File: src/rtl/mem_port_arbiter_if.sv
// Bundle between the dual-requester memory port arbiter and its environment.
// master = arbiter side, slave = cache controllers plus memory side.
interface mem_port_arbiter_if #(
  parameter int ADR_W  = 16,
  parameter int DATA_W = 8,
  parameter int BEATS  = 4
) ();
  localparam int BW = $clog2(BEATS);

  logic              req0;
  logic              req1;
  logic              we0;
  logic              we1;
  logic [ADR_W-1:0]  adr0;
  logic [ADR_W-1:0]  adr1;
  logic [DATA_W-1:0] wdata0;
  logic [DATA_W-1:0] wdata1;
  logic              gnt0;
  logic              gnt1;
  logic              done0;
  logic              done1;
  logic              err0;
  logic              err1;
  logic [BW-1:0]     beat;
  logic [DATA_W-1:0] rdata;
  logic              rvalid;
  logic              readyMem;
  logic              readMem;
  logic              writeMem;
  logic [ADR_W-1:0]  adrMM;
  logic [DATA_W-1:0] dataMMin;
  logic [DATA_W-1:0] dataMMout;

  modport master (
    input  req0, req1, we0, we1, adr0, adr1, wdata0, wdata1, readyMem, dataMMin,
    output gnt0, gnt1, done0, done1, err0, err1, beat, rdata, rvalid,
           readMem, writeMem, adrMM, dataMMout
  );

  modport slave (
    output req0, req1, we0, we1, adr0, adr1, wdata0, wdata1, readyMem, dataMMin,
    input  gnt0, gnt1, done0, done1, err0, err1, beat, rdata, rvalid,
           readMem, writeMem, adrMM, dataMMout
  );
endinterface

File: src/rtl/mem_port_arbiter.sv
// Round-robin arbiter giving two cache controllers block access to one memory port.
// Optional WAIT-state timeout enabled by defining ARB_TIMEOUT_EN.
module mem_port_arbiter #(
  parameter int ADR_W  = 16,
  parameter int DATA_W = 8,
  parameter int BEATS  = 4
) (
  input logic                CLK,
  input logic                RST,
  mem_port_arbiter_if.master bus
);
  localparam int BW = $clog2(BEATS);
  localparam logic [BW-1:0]    LAST_BEAT = BW'(BEATS - 1);
  localparam logic [ADR_W-1:0] LOW_MASK  = ADR_W'(BEATS - 1);

  typedef enum logic [2:0] {IDLE, ISSUE, WAIT, XFER, DONE} state_t;

  state_t            state_q, state_d;
  logic              ptr_q, ptr_d;
  logic              sel_q, sel_d;
  logic              we_q, we_d;
  logic [ADR_W-1:0]  base_q, base_d;
  logic [BW-1:0]     beat_q, beat_d;
  logic [DATA_W-1:0] rdata_q, rdata_d;
  logic              rvalid_q, rvalid_d;
  logic              done_q, done_d;
`ifdef ARB_TIMEOUT_EN
  logic              err_q, err_d;
  logic [7:0]        tmo_q, tmo_d;
`endif
  logic              readMem_c;
  logic              writeMem_c;
  logic [ADR_W-1:0]  adrMM_c;

  always_ff @(posedge CLK or negedge RST) begin
    if (!RST) begin
      state_q  <= IDLE;
      ptr_q    <= 1'b1;
      sel_q    <= 1'b0;
      we_q     <= 1'b0;
      base_q   <= '0;
      beat_q   <= '0;
      rdata_q  <= '0;
      rvalid_q <= 1'b0;
      done_q   <= 1'b0;
`ifdef ARB_TIMEOUT_EN
      err_q    <= 1'b0;
      tmo_q    <= '0;
`endif
    end else begin
      state_q  <= state_d;
      ptr_q    <= ptr_d;
      sel_q    <= sel_d;
      we_q     <= we_d;
      base_q   <= base_d;
      beat_q   <= beat_d;
      rdata_q  <= rdata_d;
      rvalid_q <= rvalid_d;
      done_q   <= done_d;
`ifdef ARB_TIMEOUT_EN
      err_q    <= err_d;
      tmo_q    <= tmo_d;
`endif
    end
  end

  // ptr_q remembers the last requester served; a tie goes to the other one.
  always_comb begin
    state_d    = state_q;
    ptr_d      = ptr_q;
    sel_d      = sel_q;
    we_d       = we_q;
    base_d     = base_q;
    beat_d     = beat_q;
    rdata_d    = rdata_q;
    rvalid_d   = 1'b0;
    done_d     = 1'b0;
`ifdef ARB_TIMEOUT_EN
    err_d      = 1'b0;
    tmo_d      = tmo_q;
`endif
    readMem_c  = 1'b0;
    writeMem_c = 1'b0;
    adrMM_c    = '0;
    case (state_q)
      IDLE: begin
        if (bus.req0 || bus.req1) begin
          sel_d   = (bus.req0 && bus.req1) ? ~ptr_q : bus.req1;
          we_d    = sel_d ? bus.we1 : bus.we0;
          base_d  = (sel_d ? bus.adr1 : bus.adr0) & ~LOW_MASK;
          beat_d  = '0;
          state_d = ISSUE;
        end
      end
      ISSUE: begin
        adrMM_c = base_q;
        if (bus.readyMem) begin
          readMem_c  = !we_q;
          writeMem_c = we_q;
          state_d    = WAIT;
`ifdef ARB_TIMEOUT_EN
          tmo_d      = '0;
`endif
        end
      end
      WAIT: begin
        adrMM_c = base_q;
        if (bus.readyMem) begin
          beat_d  = '0;
          state_d = XFER;
        end
`ifdef ARB_TIMEOUT_EN
        else if (tmo_q == 8'hFF) begin
          err_d   = 1'b1;
          ptr_d   = sel_q;
          state_d = IDLE;
        end else begin
          tmo_d = tmo_q + 8'd1;
        end
`endif
      end
      XFER: begin
        adrMM_c = base_q | ADR_W'(beat_q);
        if (!we_q) begin
          rdata_d  = bus.dataMMin;
          rvalid_d = 1'b1;
        end
        beat_d = beat_q + 1'b1;
        if (beat_q == LAST_BEAT) begin
          state_d = DONE;
        end
      end
      DONE: begin
        done_d  = 1'b1;
        ptr_d   = sel_q;
        state_d = IDLE;
      end
      default: state_d = IDLE;
    endcase
  end

  assign bus.gnt0      = (state_q != IDLE) && !sel_q;
  assign bus.gnt1      = (state_q != IDLE) && sel_q;
  assign bus.done0     = done_q && !sel_q;
  assign bus.done1     = done_q && sel_q;
`ifdef ARB_TIMEOUT_EN
  assign bus.err0      = err_q && !sel_q;
  assign bus.err1      = err_q && sel_q;
`else
  assign bus.err0      = 1'b0;
  assign bus.err1      = 1'b0;
`endif
  assign bus.beat      = beat_q;
  assign bus.rdata     = rdata_q;
  assign bus.rvalid    = rvalid_q;
  assign bus.readMem   = readMem_c;
  assign bus.writeMem  = writeMem_c;
  assign bus.adrMM     = adrMM_c;
  // Write data is steered straight from the owner so each beat needs no extra cycle.
  assign bus.dataMMout = (state_q == XFER && we_q) ? (sel_q ? bus.wdata1 : bus.wdata0) : '0;
endmodule

File: src/flat_wrapper.sv
// flat-port wrapper written by rule: the top's interface ports become plain ports
module mem_port_arbiter_flat 
#(
  parameter int ADR_W  = 16,
  parameter int DATA_W = 8,
  parameter int BEATS  = 4
)
  (CLK, RST, bus_req0, bus_req1, bus_we0, bus_we1, bus_adr0, bus_adr1, bus_wdata0, bus_wdata1, bus_readyMem, bus_dataMMin, bus_gnt0, bus_gnt1, bus_done0, bus_done1, bus_err0, bus_err1, bus_beat, bus_rdata, bus_rvalid, bus_readMem, bus_writeMem, bus_adrMM, bus_dataMMout);
  mem_port_arbiter_if #(.ADR_W(ADR_W), .DATA_W(DATA_W), .BEATS(BEATS)) bus_i ();
  input logic CLK;
  input logic RST;
  input wire logic [$bits(bus_i.req0)-1:0] bus_req0;
  input wire logic [$bits(bus_i.req1)-1:0] bus_req1;
  input wire logic [$bits(bus_i.we0)-1:0] bus_we0;
  input wire logic [$bits(bus_i.we1)-1:0] bus_we1;
  input wire logic [$bits(bus_i.adr0)-1:0] bus_adr0;
  input wire logic [$bits(bus_i.adr1)-1:0] bus_adr1;
  input wire logic [$bits(bus_i.wdata0)-1:0] bus_wdata0;
  input wire logic [$bits(bus_i.wdata1)-1:0] bus_wdata1;
  input wire logic [$bits(bus_i.readyMem)-1:0] bus_readyMem;
  input wire logic [$bits(bus_i.dataMMin)-1:0] bus_dataMMin;
  output wire logic [$bits(bus_i.gnt0)-1:0] bus_gnt0;
  output wire logic [$bits(bus_i.gnt1)-1:0] bus_gnt1;
  output wire logic [$bits(bus_i.done0)-1:0] bus_done0;
  output wire logic [$bits(bus_i.done1)-1:0] bus_done1;
  output wire logic [$bits(bus_i.err0)-1:0] bus_err0;
  output wire logic [$bits(bus_i.err1)-1:0] bus_err1;
  output wire logic [$bits(bus_i.beat)-1:0] bus_beat;
  output wire logic [$bits(bus_i.rdata)-1:0] bus_rdata;
  output wire logic [$bits(bus_i.rvalid)-1:0] bus_rvalid;
  output wire logic [$bits(bus_i.readMem)-1:0] bus_readMem;
  output wire logic [$bits(bus_i.writeMem)-1:0] bus_writeMem;
  output wire logic [$bits(bus_i.adrMM)-1:0] bus_adrMM;
  output wire logic [$bits(bus_i.dataMMout)-1:0] bus_dataMMout;
  assign bus_i.req0 = bus_req0;
  assign bus_i.req1 = bus_req1;
  assign bus_i.we0 = bus_we0;
  assign bus_i.we1 = bus_we1;
  assign bus_i.adr0 = bus_adr0;
  assign bus_i.adr1 = bus_adr1;
  assign bus_i.wdata0 = bus_wdata0;
  assign bus_i.wdata1 = bus_wdata1;
  assign bus_i.readyMem = bus_readyMem;
  assign bus_i.dataMMin = bus_dataMMin;
  assign bus_gnt0 = bus_i.gnt0;
  assign bus_gnt1 = bus_i.gnt1;
  assign bus_done0 = bus_i.done0;
  assign bus_done1 = bus_i.done1;
  assign bus_err0 = bus_i.err0;
  assign bus_err1 = bus_i.err1;
  assign bus_beat = bus_i.beat;
  assign bus_rdata = bus_i.rdata;
  assign bus_rvalid = bus_i.rvalid;
  assign bus_readMem = bus_i.readMem;
  assign bus_writeMem = bus_i.writeMem;
  assign bus_adrMM = bus_i.adrMM;
  assign bus_dataMMout = bus_i.dataMMout;
  mem_port_arbiter #(.ADR_W(ADR_W), .DATA_W(DATA_W), .BEATS(BEATS)) u_core (.CLK(CLK), .RST(RST), .bus(bus_i));
endmodule
File: config.mk
export PLATFORM = sky130hd
export DESIGN_NAME = mem_port_arbiter_flat
export DESIGN_NICKNAME = d
export VERILOG_FILES = /design/src/rtl/mem_port_arbiter_if.sv /design/src/rtl/mem_port_arbiter.sv /design/src/flat_wrapper.sv
export SDC_FILE = /design/constraint.sdc
export NUM_CORES = 1
export LEC_CHECK = 0
export ABC_CLOCK_PERIOD_IN_PS = 4700
export CORE_MARGIN = 8
export CORE_UTILIZATION = 40
export CTS_CLUSTER_DIAMETER = 40
export DETAILED_ROUTE_END_ITERATION = 12
export PLACE_DENSITY = 0.86
export SYNTH_ARGS = -nofsm -noshare
export SYNTH_HDL_FRONTEND = slang
export SYNTH_SLANG_ARGS = --single-unit
File: constraint.sdc
create_clock -name CLK -period 4.7 [get_ports CLK]
set_input_delay 0.47 -clock CLK [delete_from_list [all_inputs] [get_ports CLK]]
set_output_delay 0.47 -clock CLK [all_outputs]
set_load 0.02 [all_outputs]
==> impl_results.md <==
* Total global routing track utilization at 15.9%
* Peak Freq at 0.344 GHz
* Post-synth top area cell: dfrtp_1
* Worst clock skew at 0.00820 ns
* Clk root buf: clkbuf_8
* Combinational share of power at 58.8%
* Warnings from Yosys at 0
* Tmin final at 2.90 ns
* GR Overflow Total at 0
* Fin crit share at 61.8%
* Antenna violations before repair at 0
* H-tree lvl count at 2
* Die H at 81.2 um
* Die Wd at 81.2 um
* R2r startpoint: u_core.state_q[1]$_DFFE_PN0P_
* Final hold vios at 0
* Maxcap violations at 0
* CP Cell Sequence: nor2_1 -> nor2_1 -> and2_1 -> clkdlybuf4s50_1
* Reg2reg setup slack at 2.58 ns
* Post-DP HPWL at 4000 um
* Num rows at 23
* Worst setup path class: flop to output pin
* Final setup violation count at 0
* CTS resizes at 0
* Leakage power at 1.11 nW
* Core Region at 4060 um^2
* Reg2reg end: u_core.we_q$_DFFE_PN0P_
* Mapped Avg Cell Area at 10.9 um^2
* Critical Path End Type: output pin
* Arrival time worst endpoint at 2.43 ns
* Max clock buf depth at 2
* Clock sink count at 32
* Critical Path Source: u_core.state_q[1]$_DFFE_PN0P_
* Total chip power at 1.84 mW
* Mapped cell area at 1700 um^2
* P_sw at 0.706 mW
* Final-stage net count at 316
* Sequential power share at 28.7%
* Cell types with the highest counts after synthesis: dfrtp_1, and2_1, o221a_2, or3_1, nor2_1
* Worst-path clk slew at 0.06 ns
* DIE AREA at 6590 um^2
* Share of post-route cells with drive strength above 1 at 14.2%
* Slowest stage delay, CP at 0.62 ns
* Net Sw Frac at 38.4%
* Worst slew margin at 45.3%
* Hold Crit Class: flop to flop
* Port Buf Inserts at 99
* Vias in the first global route at 1649
* Top-count cell post-synth: dfrtp_1
* Initial Utilization at 41.8%
* First-pass DRT Iterations at 4
* Antenna Nets Post-Route at 0
* Most frequent CP cell: nor2_1
* DRC violation count after routing at 0
* Worst-skew pair later-pin latency at 0.29 ns
* Status: complete, no violations
* Area share of the largest cell type after synthesis at 45.7%
* Final Wtd Congestion at 0.726
* Peak VDD IR at 0.273 mV
* Setup tns final at 0 ns
* Worst Setup EP: bus_adrMM[7]
* Post-DR wirelength/cell at 17.4 um
* Antenna diodes at 0
* TritonCTS clock tree: done
* Largest net degree at the start of global routing at 33
* First-pass GRT wire length at 8270 um
* Worst Tran Pin Value at 0.819 ns
* Total Wirelength at 5260 um
* Final slew viol count at 0
* Area grow syn2layout at 65.0%
* DR vias/cell at 5.05
* Post-synth cell types at 34
* RSZ-0062 raised after global routing: false
* Critical Path Source Type: flop
* Vias at 1529
* P per Cell Area at 655 nW/um^2
* Post-CTS Hold Fix Bufs at 0
* Min Hold Slack at 0.503 ns
* IO Pins at 106
* Initial DRC Count at 76
* Clock power share at 12.5%
* Synth async-reset ratio at 100%
* Synth Instances at 156
* Reg2Reg Depth at 3
* CP max-delay cell: dfrtp_1
* Design internal power at 1.13 mW
* Synth area leaders: dfrtp_1, o221a_2, mux2_2
* Register area share after synthesis at 47.2%
* Total CTS buffers at 5
* Crit path required time at 4.23 ns
* FF+latch count, synth at 32
* Postcts setup bufs at 0
* Max Fanout on Critical Path at 16
* Synth Flop Type: dfrtp_1
* EDFF count, synth at 0
per-layer routing:
metal	global-route usage (%)	part of all wire [%]	vias to the layer above
met5	0	0	-
met4	5.54	1.3	0
met3	3.53	5.1	7
met2	27.9	54	48
met1	18.7	40	717
li1	-	-	757
cell type report:
cell class                 instances  area [um^2]
clock buffer                       8          100
fill                             328         1260
inverter                           1         3.75
multi-input combinational        112          835
sequential                        32          802
tap                               50         62.6
timing repair buffer             100          998
placed cells by master, fill, tap and decap left out:
cell type and instances:
nor2b_1 5, o21ai_0 1, o221a_2 15, dfrtp_1 31, o21a_1 1, nor4_1 1, nor4b_1 1, a21o_1 2
dfstp_2 1, a211oi_1 1, o21bai_1 1, or3_1 15, conb_1 2, ha_1 1, or4b_4 1, nor3_2 1
nor3b_1 2, a311oi_1 1, a21oi_1 1, and2_1 16, nor3_1 3, clkbuf_8 7, inv_1 1, nor2_1 11
nand3_1 2, clkbuf_1 1, mux2i_1 8, buf_4 1, o21ba_2 1, a22o_1 2, and3_1 2, nand2_1 6
mux2_2 9, clkdlybuf4s50_1 99
registers in the layout (all words and copies together), names as in the netlist:
signal             cells
u_core.sel_q           1
u_core.base_q         14
u_core.bus.rdata       8
u_core.bus.rvalid      1
u_core.done_q          1
u_core.bus.beat        2
u_core.we_q            1
u_core.state_q         3
u_core.ptr_q           1
power by group through the flow:
| stage | sequential, mW | combinational, mW | clock [mW] |
|---|---|---|---|
| after global routing | 0.549 | 1.16 | 0.250 |
| after floorplan | 0.528 | 0.605 | 0 |
| after detailed placement | 0.532 | 1.09 | 0 |
| after global placement | 0.524 | 1.08 | 0 |
| after CTS | 0.528 | 1.10 | 0.236 |
| final | 0.527 | 1.08 | 0.230 |
logic make-up after synthesis:
kind of cell               count (synthesis)  share of synthesized area [%]
other                                      1                          0.221
buffers and inverters                     13                           3.83
and+or+nand+nor                           66                           22.4
AOI/OAI and AO/OA                         26                           14.9
adders and majority gates                  1                          0.737
DFF                                       32                           47.2
muxes                                     17                           10.7
worst max-delay path: cells and delay by family (launching register included):
kind                   cells  cell delay [ns]
and+or+nand+nor            3             0.92
buffers and inverters      1             0.61
DFF                        1             0.62
how the worst min path moves through the flow:
stage / startpoint / endpoint / depth (start not counted)
floorplan: RST / u_core.base_q[10]$_DFFE_PN0P_ / 0
global placement: u_core.bus.rdata[0]$_DFFE_PN0P_ / u_core.bus.rdata[0]$_DFFE_PN0P_ / 1
detailed placement: u_core.bus.rdata[3]$_DFFE_PN0P_ / u_core.bus.rdata[3]$_DFFE_PN0P_ / 1
CTS: u_core.bus.rdata[3]$_DFFE_PN0P_ / u_core.bus.rdata[3]$_DFFE_PN0P_ / 1
global route: u_core.bus.rdata[4]$_DFFE_PN0P_ / u_core.bus.rdata[4]$_DFFE_PN0P_ / 1
finish: u_core.bus.rdata[3]$_DFFE_PN0P_ / u_core.bus.rdata[3]$_DFFE_PN0P_ / 1
per-stage QoR:
| step | setup slack [ns] | std cells | util, % | instance area [um^2] |
|---|---|---|---|---|
| floorplan | 2.73 | 157 | - | 1700 |
| global placement | 2.09 | 295 | 66.6 | 2700 |
| detailed placement | 2.07 | 295 | 66.6 | 2700 |
| CTS | 1.73 | 303 | 69.0 | 2800 |
| global route | 1.58 | 303 | 69.0 | 2800 |
| finish | 1.80 | 303 | 69.0 | 2800 |
(Power assumes the default switching activity.)
